`src/rtl/pkwars_pkg.sv`:
```
// pkwars_pkg: shared ROM-map constants and ROM loader state type
package pkwars_pkg;
    localparam logic [16:0] IMG_BYTES = 17'h1A020;
    localparam logic [16:0] PRG0_BASE = 17'h10000;
    localparam logic [16:0] PRG1_BASE = 17'h18000;
    localparam logic [16:0] PAL_BASE  = 17'h1A000;
    typedef enum logic [1:0] {IDLE, LOAD, DRAIN, DONE} ld_state_e;
endpackage

```
`src/rtl/pkwars_word_fifo.sv`:
```
// pkwars_word_fifo: synchronous word buffer ({addr,data} entries) with full/empty flags
module pkwars_word_fifo #(
    parameter int DEPTH = 2
) (
    input  logic        clk_i,
    input  logic        rst_i,
    input  logic        push_i,
    input  logic        pop_i,
    input  logic [31:0] wdata_i,
    output logic [31:0] rdata_o,
    output logic        full_o,
    output logic        empty_o
);
    localparam int AW = $clog2(DEPTH);
    logic [31:0]   mem_q [DEPTH];
    logic [AW-1:0] wp_q, rp_q;
    logic [AW:0]   cnt_q;
    assign rdata_o = mem_q[rp_q];
    assign full_o  = cnt_q == (AW+1)'(DEPTH);
    assign empty_o = cnt_q == '0;
    always_ff @(posedge clk_i) begin
        if (push_i) mem_q[wp_q] <= wdata_i;
        if (rst_i) begin
            wp_q  <= '0;
            rp_q  <= '0;
            cnt_q <= '0;
        end else begin
            if (push_i) wp_q <= wp_q + 1'b1;
            if (pop_i) rp_q <= rp_q + 1'b1;
            cnt_q <= cnt_q + {{AW{1'b0}}, push_i} - {{AW{1'b0}}, pop_i};
        end
    end
endmodule

```
`src/rtl/pkwars_rom_loader.sv`:
```
// pkwars_rom_loader: HPS 16-bit download stream -> byte-wide ROM bank write strobes.
// Optional PKWARS_LOADER_CHKSUM_EN adds an additive checksum gating LOADED.
module pkwars_rom_loader #(
    parameter logic [16:0] IMG_BYTES  = pkwars_pkg::IMG_BYTES,
    parameter int          FIFO_DEPTH = 2,
    parameter logic [7:0]  DL_IDX     = 8'h00,
    parameter logic [7:0]  CHK_EXPECT = 8'h00
) (
    input  logic        clk_i,
    input  logic        reset_i,
    input  logic        dl_act_i,
    input  logic [7:0]  dl_index_i,
    input  logic        dl_wr_i,
    input  logic [24:0] dl_addr_i,
    input  logic [15:0] dl_data_i,
    output logic        dl_wait_o,
    output logic [16:0] romad_o,
    output logic [7:0]  romdt_o,
    output logic        romen_o,
    output logic        loaded_o,
    output logic        dl_err_o
`ifdef PKWARS_LOADER_CHKSUM_EN
    ,
    output logic [7:0]  chksum_o,
    output logic        chk_ok_o
`endif
);
    import pkwars_pkg::*;
    ld_state_e   state_q;
    logic        act_q, phase_q, romen_q, loaded_q, err_q;
    logic [16:0] cnt_q, romad_q;
    logic [7:0]  romdt_q, emit_byte;
    logic [31:0] head, in_word, src;
    logic        full, empty, wr_ok, src_valid, src_bad, emit, pop, push, chk_match;
    logic        unused_ok;
    // High address bits are folded into an all-ones word address so the range check still rejects them.
    assign in_word   = {(|dl_addr_i[24:17]) ? 16'hFFFF : dl_addr_i[16:1], dl_data_i};
    assign wr_ok     = dl_wr_i && state_q == LOAD;
    assign src       = empty ? in_word : head;
    assign src_valid = !empty || wr_ok;
    assign src_bad   = {src[31:16], 1'b0} >= IMG_BYTES;
    assign emit      = src_valid && !src_bad;
    assign emit_byte = phase_q ? src[15:8] : src[7:0];
    assign pop       = !empty && (phase_q || src_bad);
    assign push      = wr_ok && (!full || pop) && !(empty && src_bad);
    assign unused_ok = ^{dl_addr_i[0], CHK_EXPECT, PRG0_BASE, PRG1_BASE, PAL_BASE};
    pkwars_word_fifo #(.DEPTH(FIFO_DEPTH)) u_fifo (
        .clk_i   (clk_i),
        .rst_i   (reset_i),
        .push_i  (push),
        .pop_i   (pop),
        .wdata_i (in_word),
        .rdata_o (head),
        .full_o  (full),
        .empty_o (empty)
    );
`ifdef PKWARS_LOADER_CHKSUM_EN
    logic [7:0] sum_q;
    assign chk_match = sum_q == CHK_EXPECT;
    assign chksum_o  = sum_q;
    assign chk_ok_o  = state_q == DONE && chk_match;
    always_ff @(posedge clk_i) begin
        if (reset_i || (state_q != LOAD && state_q != DRAIN && dl_act_i && !act_q && dl_index_i == DL_IDX))
            sum_q <= '0;
        else if (emit)
            sum_q <= sum_q + emit_byte;
    end
`else
    assign chk_match = 1'b1;
`endif
    assign dl_wait_o = full;
    assign romad_o   = romad_q;
    assign romdt_o   = romdt_q;
    assign romen_o   = romen_q;
    assign loaded_o  = loaded_q;
    assign dl_err_o  = err_q;
    always_ff @(posedge clk_i) begin
        if (reset_i) begin
            state_q  <= IDLE;
            act_q    <= 1'b0;
            phase_q  <= 1'b0;
            romen_q  <= 1'b0;
            romad_q  <= '0;
            romdt_q  <= '0;
            cnt_q    <= '0;
            loaded_q <= 1'b0;
            err_q    <= 1'b0;
        end else begin
            act_q   <= dl_act_i;
            romen_q <= emit;
            if (emit) begin
                romad_q <= {src[31:16], phase_q};
                romdt_q <= emit_byte;
                phase_q <= ~phase_q;
                if (cnt_q != IMG_BYTES) cnt_q <= cnt_q + 17'd1;
            end
            if (wr_ok && full && !pop) err_q <= 1'b1;
            case (state_q)
                IDLE, DONE: if (dl_act_i && !act_q && dl_index_i == DL_IDX) begin
                    state_q  <= LOAD;
                    cnt_q    <= '0;
                    loaded_q <= 1'b0;
                    err_q    <= 1'b0;
                end
                LOAD: if (!dl_act_i) state_q <= DRAIN;
                DRAIN: if (empty && !phase_q) begin
                    state_q  <= DONE;
                    loaded_q <= cnt_q == IMG_BYTES && !err_q && chk_match;
                    if (cnt_q != IMG_BYTES) err_q <= 1'b1;
                end
                default: state_q <= IDLE;
            endcase
        end
    end
endmodule

```
`config.mk`:
```
export PLATFORM = sky130hd
export DESIGN_NAME = pkwars_rom_loader
export DESIGN_NICKNAME = d
export VERILOG_FILES = /design/src/rtl/pkwars_pkg.sv /design/src/rtl/pkwars_word_fifo.sv /design/src/rtl/pkwars_rom_loader.sv
export SDC_FILE = /design/constraint.sdc
export NUM_CORES = 1
export LEC_CHECK = 0
export ABC_AREA = 1
export ABC_CLOCK_PERIOD_IN_PS = 5350
export BUFFER_PORTS_ARGS = -buffer_cell sky130_fd_sc_hd__buf_2
export CAP_MARGIN = 10
export CORE_MARGIN = 8
export CORE_UTILIZATION = 58
export CTS_BUF_LIST = sky130_fd_sc_hd__clkbuf_8 sky130_fd_sc_hd__clkbuf_16
export DETAILED_ROUTE_END_ITERATION = 8
export MAX_ROUTING_LAYER = met4
export PLACE_DENSITY = 0.89
export SYNTH_ARGS = -nofsm -noshare
export SYNTH_HDL_FRONTEND = slang
export SYNTH_HIERARCHICAL = 1
export SYNTH_SLANG_ARGS = --single-unit
```
`constraint.sdc`:
```
create_clock -name clk_i -period 5.35 [get_ports clk_i]
set_input_delay 1.07 -clock clk_i [delete_from_list [all_inputs] [get_ports clk_i]]
set_output_delay 1.07 -clock clk_i [all_outputs]
set_load 0.01 [all_outputs]
```
==> Yosys cells after proc, flatten, opt, wreduce, memory -nomap -nowiden <==
Memories as Yosys holds them, arrays and structs flattened. A register that Yosys moved wholly into a read port is not among the register bits.
Cells that the tools add are included.
{ "word_totals": {"regBits": 53, "n_memories": 1, "rom_bits": 0, "ramBits": 64, "latchBits": 0} }
{ "op_classes": {"mux": 23, "n_mul": 0, "addsub": 5, "eq_ne": 9, "magnitude_cmp": 1, "bitwise_logic": 1, "n_shift": 0, "n_reduce_logical": 31, "n_div": 0} }
{ "mem_list": {"columns": ["name", "words", "word_bits", "read_ports", "rd_ports_with_merged_regs", "write_ports", "line", "source"], "rows": [
  ["u_fifo.mem_q", 2, 32, 1, 1, 1, "pkwars_word_fifo.sv:15", "logic [31:0] mem_q [DEPTH];"]
]} }
{ "ops": {"columns": ["op", "n"], "rows": [
  ["2-to-1 mux 17 bit", 4],
  ["2-to-1 mux 32 bit", 1],
  ["adder 17 x 1 -> 17 bit, second input constant", 1],
  ["equality test 17 bit, second input constant", 1],
  ["greater-or-equal comparator 17 bit, second input constant", 1],
  ["inequality test 17 bit, second input constant", 1],
  ["2-to-1 mux 16 bit", 1],
  ["logical AND 1 bit", 12],
  ["2-to-1 mux 1 bit", 10],
  ["zero test 1 bit", 8],
  ["zero test 8 bit", 1],
  ["2-to-1 mux 8 bit", 1],
  ["OR reduction 8 bit", 1],
  ["equality test 2 bit, second input constant", 3],
  ["2-to-1 mux 2 bit", 3],
  ["inequality test 2 bit, second input constant", 3],
  ["one-hot mux 2 bit (3 select lines)", 1],
  ["AND reduction 3 bit", 2],
  ["zero test 2 bit", 2],
  ["one-hot mux 1 bit (2 select lines)", 2],
  ["logical OR 1 bit", 3],
  ["adder 1 bit, second input constant", 2],
  ["adder 2 x 1 -> 2 bit", 1],
  ["equality test 2 x 1 -> 1 bit, second input constant", 1],
  ["other kinds (4)", 4]
]} }

==> Depth between registers and ports, before layout <==
Gate-level depths: netlist of run 1.
{ "depth": {"ltp_word": 12, "depth_mapped": 24, "ltp_nobuf": 24} }

==> Hierarchy <==
Netlist of run 1, hierarchy kept.
{ "by_module_without_submodules": {"columns": ["mod", "area_per_inst_um2", "n_inst", "cells_each", "seq_area_each_um2"], "rows": [
  ["pkwars_rom_loader", 3150.5, 1, 509, 980.9],
  ["pkwars_word_fifo", 2690.1, 1, 131, 2021.9]
]} }

==> Least setup slack after synthesis of run 1 <==
Ideal clock, no wire load.
{ "synth_timing": {"path_kind": "in2reg", "start": "in dl_addr_i[20]", "end": "mem u_fifo.mem_q[0][0] (enable)", "required_time_ns": 4.929, "path_stages": 15, "path_slack_ns": 1.110, "setup_time_ns": 0.421, "n_path_buf": 2, "arrival_ns": 3.819, "path_cell_list": "nor2_1 nand2_1 nor2_4 buf_6 nand3_1 nand2_1 nand2_1 nor2_2 nor2_1 nor2_4 buf_2 a21oi_1 nor2_1 inv_1 nor2_1"} }
{ "synth_between": {"elab_chain_cells": 11, "word_cells_on_any_way": 13} }
{ "synth_lines": {"columns": ["element", "line", "source"], "rows": [
  ["start, declared", "pkwars_rom_loader.sv:14", "input logic [24:0] dl_addr_i,"],
  ["OR reduction 8 bit (*)", "pkwars_rom_loader.sv:37", "assign in_word = {(|dl_addr_i[24:17]) ? 16'hFFFF : dl_addr_i[16:1], dl_data_i};"],
  ["2-to-1 mux 16 bit (*)", "pkwars_rom_loader.sv:37", null],
  ["2-to-1 mux 32 bit (*)", "pkwars_rom_loader.sv:39", "assign src = empty ? in_word : head;"],
  ["greater-or-equal comparator 17 bit (*)", "pkwars_rom_loader.sv:41", "assign src_bad = {src[31:16], 1'b0} >= IMG_BYTES;"],
  ["logical OR 1 bit", "pkwars_rom_loader.sv:44", "assign pop = !empty && (phase_q || src_bad);"],
  ["logical AND 1 bit", "pkwars_rom_loader.sv:44", null],
  ["logical OR 1 bit", "pkwars_rom_loader.sv:45", "assign push = wr_ok && (!full || pop) && !(empty && src_bad);"],
  ["logical AND 1 bit", "pkwars_rom_loader.sv:45", null],
  ["logical AND 1 bit (*)", "pkwars_rom_loader.sv:45", null],
  ["net push", "pkwars_rom_loader.sv:34", "logic full, empty, wr_ok, src_valid, src_bad, emit, pop, push, chk_match;"],
  ["2-to-1 mux 1 bit (*)", "pkwars_word_fifo.sv:22", "if (push_i) mem_q[wp_q] <= wdata_i;"],
  ["2-to-1 mux 1 bit (implied by the code) (*)", "pkwars_word_fifo.sv:22", null],
  ["end, declared", "pkwars_word_fifo.sv:15", null]
]} }
The timed path passes the listed nets; every way through them passes the cells marked *.

==> Worst setup path in the final report of run 1 <==
{ "layout_timing": {"start": "in dl_addr_i[20]", "end": "mem u_fifo.mem_q[1][14] (enable)"} }
Same word-level chain as after synthesis.

==> flow_summary.json, run 1 <==
{
  "status": "completed",
  "clkSlewWorstSetupHoldPaths_ns": 0.05,
  "ff2ff_setup_slack_ns": 1.53,
  "p_int_mw": 2.38,
  "holdPathStages": 2,
  "ant_nets": 0,
  "port_buffers": 80,
  "grt_max_degree": 44,
  "fin_hold_ws_ns": 0.465,
  "end_kind": "flop",
  "antenna_found_initial": 0,
  "final_area_sq_um": 6870,
  "p_seq_frac": 0.342,
  "wl_per_cell_um": 15.6,
  "ios": 82,
  "rsz0062_at_grt": "no",
  "grt_use_total": 0.218,
  "die_h_um": 116,
  "grt_pass1_wl_um": 22300,
  "die_area_sq_um": 13500,
  "synth_cell_types": 34,
  "die_w_um": 116,
  "period_needed_ns": 3.92,
  "cts.sinks": 118,
  "crit_arrival_ns": 4.15,
  "powerDensity_nw_per_um2": 540,
  "fp-row-count": 36,
  "cts_resized": 0,
  "final_layout_size_suffix_gt1_frac": 0.221,
  "synth_cells": 640,
  "maxCapViolCount": 0,
  "dp_slack_ns": 0.972,
  "crit_type": "in -> reg",
  "p_comb_frac": 0.352,
  "p_switching_mw": 1.33,
  "cts_hold_buffers": 0,
  "final-setup-viol-count": 0,
  "drc_errors": 0,
  "drt_iter0_markers": 407,
  "async_reset_ff_frac": 0,
  "antennaDiodeCount": 0,
  "worstMarginPinSlew_ns": 0.779,
  "post_cts_buffers": 0,
  "cts.path.max_buffers": 2,
  "setup.worst_path.start_class": "input port",
  "synth-seq-cells": 118,
  "yosysTopAreaCell": "edfxtp_1",
  "synthTopCellsByCount": "124 x nand2_1, 79 x inv_1, 75 x nor2_1, 64 x edfxtp_1, 54 x dfxtp_1",
  "slew_violations": 0,
  "initial_utilization": 0.598,
  "dp_hpwl_um": 9230,
  "final_util": 0.703,
  "cp.required_ns": 5.58,
  "clk_latency_ns": 0.53,
  "post-route-period-util": 0.732,
  "r2r_end": "u_fifo/mem_q[1][14]",
  "grt_pass1_vias": 4802,
  "ys_seq_area_frac": 0.514,
  "clock_skew_ns": 0.00975,
  "place_area_sq_um": 6270,
  "r2r_cells": 14,
  "avgSynthCellArea_sq_um": 9.13,
  "first_pass_iters": 5,
  "synth.top_cells.by_area": "edfxtp_1 33%, dfxtp_1 19%, nand2_1 8.0%, mux2_4 7.7%, inv_1 5.1%",
  "synth_edf_count": 64,
  "nets": 776,
  "hold_violations": 0,
  "core-area_sq_um": 9770,
  "ys.flop_type": "edfxtp_1",
  "fin_ws_ns": 1.43,
  "area_growth_pct": 17.7,
  "cts_buffers": 17,
  "synthesis.nets": 700,
  "path_max_fanout": 22,
  "hold_class": "reg -> reg",
  "power.share.clock": 0.307,
  "grt_overflow": 0,
  "cts_tree": "built",
  "hold_end": "romad_o[16]",
  "hold_start": "romad_o[16]",
  "yosysWarnings": 6,
  "p_leak_nw": 3.07,
  "cts_max_level": 4,
  "tns_ns": 0,
  "gp_routability_congestion": 0.852,
  "drt-total-wl_um": 13500,
  "root_buffer": "clkbuf_8",
  "fmax_ghz": 0.255,
  "relSlewSlack": 0.477,
  "vdd_drop_max_v": 0.000318,
  "vias": 4656,
  "yosys.area.top_type_share": 0.329,
  "synth_area_sq_um": 5840,
  "via_per_inst": 5.40,
  "netSwitchingFraction": 0.359,
  "yosysMostFrequentCell": "nand2_1"
}
## registers in the layout (all words and copies together), names as in the netlist, named ones only
| name | count |
|---|---|
| romdt_o | 8 |
| dl_err_o | 1 |
| state_q | 2 |
| phase_q | 1 |
| u_fifo/mem_q | 64 |
| u_fifo/rp_q | 1 |
| cnt_q | 17 |
| act_q | 1 |
| u_fifo/cnt_q | 2 |
| romad_o | 17 |
| u_fifo/wp_q | 1 |
| romen_o | 1 |
| loaded_o | 1 |
## cell families (layout without fill, tap and decap cells)
group / after synthesis / count (layout) / share of synthesized area
flip-flops: 118 / 118 / 0.514
multiplexers: 32 / 32 / 0.0810
buffers and inverters: 111 / 200 / 0.0885
AO/OA/AOI/OAI: 75 / 75 / 0.0668
XOR/XNOR: 16 / 16 / 0.0240
adder cells (fa/ha/maj): 7 / 7 / 0.0150
AND/OR/NAND/NOR: 281 / 281 / 0.211
## metal layers
layer  part of all wire  vias up  track usage
met3              0.060       32       0.0600
met5                  0        -            -
li1                   -     2264            -
met2               0.50      184        0.361
met1               0.41     2176        0.244
met4              0.023        0       0.0951
## cells in the final DEF (no fill, tap or decap), types with 17 or more instances in the layout
cell type  count
nand2_1      124
inv_1         82
buf_2         80
nor2_1        73
edfxtp_1      64
dfxtp_1       53
o21ai_0       32
mux2_4        30
nand3_1       29
a21oi_1       17
nand4_1       17
## worst max path at each step
stage | start | end | slack [ns]
CTS | dl_addr_i[20] | u_fifo/mem_q[1][14] | 1.48
floorplan | dl_addr_i[20] | u_fifo/mem_q[0][0] | 1.11
global route | dl_addr_i[22] | u_fifo/mem_q[1][13] | 1.13
global placement | dl_addr_i[20] | u_fifo/mem_q[1][0] | 1.09
detailed placement | dl_addr_i[20] | u_fifo/mem_q[1][2] | 0.97
finish | dl_addr_i[20] | u_fifo/mem_q[1][14] | 1.43
## critical path: stages
cell	delay, ns
buf_2	0.09
nor2_1	0.10
nand2_1	0.09
nor2_4	0.41
nand3_1	0.16
nand2_1	0.11
nand2_1	0.07
nor2_2	0.14
nand3_1	0.44
nand3_1	0.26
nand2_1	0.10
nand2_1	0.08
nand2_1	0.05
nor2_1	0.15
nand2_1	0.07
inv_1	0.48
buf_12	0.26
## stage by stage
step / total power [mW] / cells
final: 3.72 / 862
after global routing: 3.95 / 862
after CTS: 3.72 / 862
after detailed placement: 2.56 / 830
after global placement: 2.49 / 830
after floorplan: 2.30 / 640
## power groups by stage
stage                     Sequential [mW]  Clock (mW)  Combinational (mW)
after floorplan                      1.25           0                1.05
after global placement               1.27           0                1.22
after detailed placement             1.28           0                1.28
after CTS                            1.27        1.15                1.30
after global routing                 1.29        1.19                1.47
final                                1.27        1.14                1.31
## area by class of cell
cell class	count	area, sq um
inverters	81	304
multi-input cells	411	2330
clock buffers	21	469
fillers	701	2900
clock inverters	11	134
repair buffers	87	465
well taps	133	166
flip-flops and latches	118	3000
No activity file was read; power rests on OpenSTA's default activity.
==> inputs of run 2 (changes only) <==
--- a/config.mk
+++ b/config.mk
@@ -5,16 +5,16 @@
 export SDC_FILE = /design/constraint.sdc
 export NUM_CORES = 1
 export LEC_CHECK = 0
-export ABC_AREA = 1
-export ABC_CLOCK_PERIOD_IN_PS = 5350
+export ABC_AREA = 0
+export ABC_CLOCK_PERIOD_IN_PS = 3500
 export BUFFER_PORTS_ARGS = -buffer_cell sky130_fd_sc_hd__buf_2
 export CAP_MARGIN = 10
 export CORE_MARGIN = 8
-export CORE_UTILIZATION = 58
+export CORE_UTILIZATION = 52
 export CTS_BUF_LIST = sky130_fd_sc_hd__clkbuf_8 sky130_fd_sc_hd__clkbuf_16
 export DETAILED_ROUTE_END_ITERATION = 8
 export MAX_ROUTING_LAYER = met4
-export PLACE_DENSITY = 0.89
+export PLACE_DENSITY = 0.84
 export SYNTH_ARGS = -nofsm -noshare
 export SYNTH_HDL_FRONTEND = slang
 export SYNTH_HIERARCHICAL = 1
==> constraint.sdc (replaced) <==
create_clock -name clk_i -period 3.5 [get_ports clk_i]
set_input_delay 0.7 -clock clk_i [delete_from_list [all_inputs] [get_ports clk_i]]
set_output_delay 0.7 -clock clk_i [all_outputs]
set_load 0.01 [all_outputs]
==> run 2 against run 1 <==
- clock power up 47%
- count of clock-buffer cells in the layout down 4
- die area increased by 10%
- via count fell by 12%
- sequential share of layout area fell by 0.62 points
- sequential power rose by 16%
- power down 11%
- worst hold slack got worse by 0.066 ns
- critical path depth shrank 5
- register-to-register slack worse by 1.3 ns
- synthesized cell count decreased by 22%
- largest cell class unchanged
==> flow_summary.json, run 2 <==
{
  "status": "completed",
  "ios": 82,
  "drc_errors": 0,
  "hold_class": "in -> reg",
  "power.share.clock": 0.509,
  "use_met2": 0.299,
  "tns_ns": 0,
  "hold_violations": 0,
  "synth_edf_count": 64,
  "synth.top_cells.by_area": "edfxtp_1 33%, dfxtp_1 18%, mux2_4 7.7%, mux2i_1 6.8%, nand2b_1 5.1%",
  "end_kind": "flop",
  "layout.cells.non_filler": 737,
  "grt_use_total": 0.182,
  "final_util": 0.640,
  "cp_num_buf_inv": 2,
  "initial_utilization": 0.537,
  "post_cts_buffers": 0,
  "grt_pass1_vias": 4157,
  "fin_hold_ws_ns": 0.399,
  "grt_overflow": 0,
  "met1_usage": 0.214,
  "busiest_layer": "met2",
  "p_int_mw": 2.60,
  "ff2ff_setup_slack_ns": 0.18,
  "p_comb_frac": 0.046,
  "port_buffers": 80,
  "post-route-period-util": 0.948,
  "netSwitchingFraction": 0.211,
  "async_reset_ff_frac": 0,
  "core-area_sq_um": 10900,
  "regArea_sq_um": 3000,
  "antennaDiodeCount": 0,
  "synthTopCellsByCount": "64 x edfxtp_1, 54 x dfxtp_1, 48 x nand2b_1, 44 x nor2_1, 40 x mux2i_1",
  "ys_seq_area_frac": 0.513,
  "slew_violations": 0,
  "cts_max_level": 4,
  "area_growth_pct": 19.2,
  "p_seq_frac": 0.444,
  "root_buffer": "clkbuf_8",
  "synthesis.nets": 561,
  "crit_arrival_ns": 3.69,
  "placed_cells": 705,
  "clock_skew_ns": 0.00957,
  "gp_routability_congestion": 0.844,
  "final-setup-viol-count": 0,
  "clk_latency_ns": 0.51,
  "synth_cells": 501,
  "drt_iter0_markers": 341,
  "maxCapViolCount": 0,
  "final_area_sq_um": 6970,
  "cts.path.max_buffers": 2,
  "period_needed_ns": 3.32,
  "drt-total-wl_um": 12800,
  "die_h_um": 122,
  "nets": 644,
  "fin_ws_ns": 0.181,
  "yosysWarnings": 6,
  "final_common_cell": "buf_2",
  "worstMarginPinSlew_ns": 0.599,
  "grt_use_met3": 0.0421,
  "synth_area_sq_um": 5850,
  "dp_hpwl_um": 8480,
  "cp.required_ns": 3.87,
  "wl_per_cell_um": 17.3,
  "cp_slowest_cell": "or4_1",
  "powerDensity_nw_per_um2": 473,
  "largest-register": "u_fifo/mem_q",
  "die_area_sq_um": 14900,
  "via_per_inst": 5.57,
  "ant_nets": 0,
  "synth_cell_types": 49,
  "fmax_ghz": 0.301,
  "cts.sinks": 118,
  "place_area_sq_um": 6390,
  "cts_buffers": 17,
  "die_w_um": 122,
  "cts_tree": "built",
  "p_switching_uw": 697,
  "vias": 4102,
  "final_layout_size_suffix_gt1_frac": 0.302,
  "fillers": 825,
  "slowest_delay_ns": 0.55,
  "critPathTopFamily": "compound AO/OA/AOI/OAI gates",
  "grt_pass1_wl_um": 20500,
  "layout_common_cells": "80 x buf_2, 64 x edfxtp_1, 53 x dfxtp_1",
  "yosysTopAreaCell": "edfxtp_1",
  "first_pass_iters": 7,
  "setup.worst_path.start_class": "flop",
  "grt_max_degree": 34,
  "vdd_drop_max_v": 0.000311,
  "synth-seq-cells": 118,
  "rsz0062_at_grt": "no",
  "crit_type": "reg -> reg",
  "dp_slack_ns": 0.0747,
  "relSlewSlack": 0.600,
  "antenna_found_initial": 0,
  "cp_cell_sequence": "mux2_4, or4_1, o21ai_1, a21oi_1, a21o_1, a21oi_1, inv_1, ha_1, inv_1, ha_1, xnor3_1, nor2_1",
  "ys.flop_type": "edfxtp_1",
  "yosys.area.top_type_share": 0.329,
  "power_mw": 3.30,
  "yosysMostFrequentCell": "edfxtp_1",
  "path_max_fanout": 11,
  "avgSynthCellArea_sq_um": 11.7,
  "clkSlewWorstSetupHoldPaths_ns": 0.06,
  "multi_input_area_sq_um": 2570,
  "p_leak_nw": 2.96,
  "fp-row-count": 38,
  "largest_reg_flops": 64
}
## run 2: logic make-up after synthesis
kind of cell             synth area share
flip-flops                          0.513
XOR/XNOR                          0.00685
AO/OA/AOI/OAI                      0.0753
multiplexers                        0.180
buffers and inverters              0.0520
adder cells (fa/ha/maj)            0.0150
AND/OR/NAND/NOR                     0.157
## run 2: power groups by stage
stage               sequential (mW)  combinational [mW]  clock (mW)
floorplan                      1.49              0.0903           0
global placement               1.49               0.144           0
detailed placement             1.49               0.153           0
CTS                            1.47               0.153        1.70
global route                   1.47               0.169        1.77
finish                         1.47               0.153        1.68
## run 2: layout make-up
class / instances / area share
Clock buffer: 17 / 0.0594
Multi-Input combinational cell: 324 / 0.368
Tap cell: 140 / 0.0251
Inverter: 27 / 0.0145
Clock inverter: 15 / 0.0235
Timing Repair Buffer: 96 / 0.0782
Sequential cell: 118 / 0.431
## run 2: path summary, 6_finish.rpt
| check | startpoint | end | cells past startpoint |
|---|---|---|---|
| worst max register to register | flop | u_fifo/cnt_q[1] | 12 |
| worst min-delay path | dl_data_i[5] | u_fifo/mem_q[1][5] | 1 |
| worst min register to register | romad_o[9] | romad_o[9] | 2 |
| worst max-delay path | flop | u_fifo/cnt_q[1] | 12 |
## run 2: repair_timing
item | in CTS | in global routing
resized for setup | 0 | 1
hold buffers | 0 | 0
endpoints found under the setup margin | 0 | 2
## run 2: worst register-to-register path: cells and delay by family (launching register included)
family / cells / cell delay [ns]
buf+inv: 2 / 0.18
xor+xnor: 1 / 0.19
mux: 1 / 0.34
compound gates: 4 / 0.86
flops: 1 / 0.54
fa+ha+maj: 2 / 0.46
simple gates: 2 / 0.59
## run 2: metal layers
metal / share of wire / vias to the layer above
li1: - / 1966
met1: 0.42 / 1970
met2: 0.50 / 150
met3: 0.059 / 16
met4: 0.015 / 0
met5: 0 / -
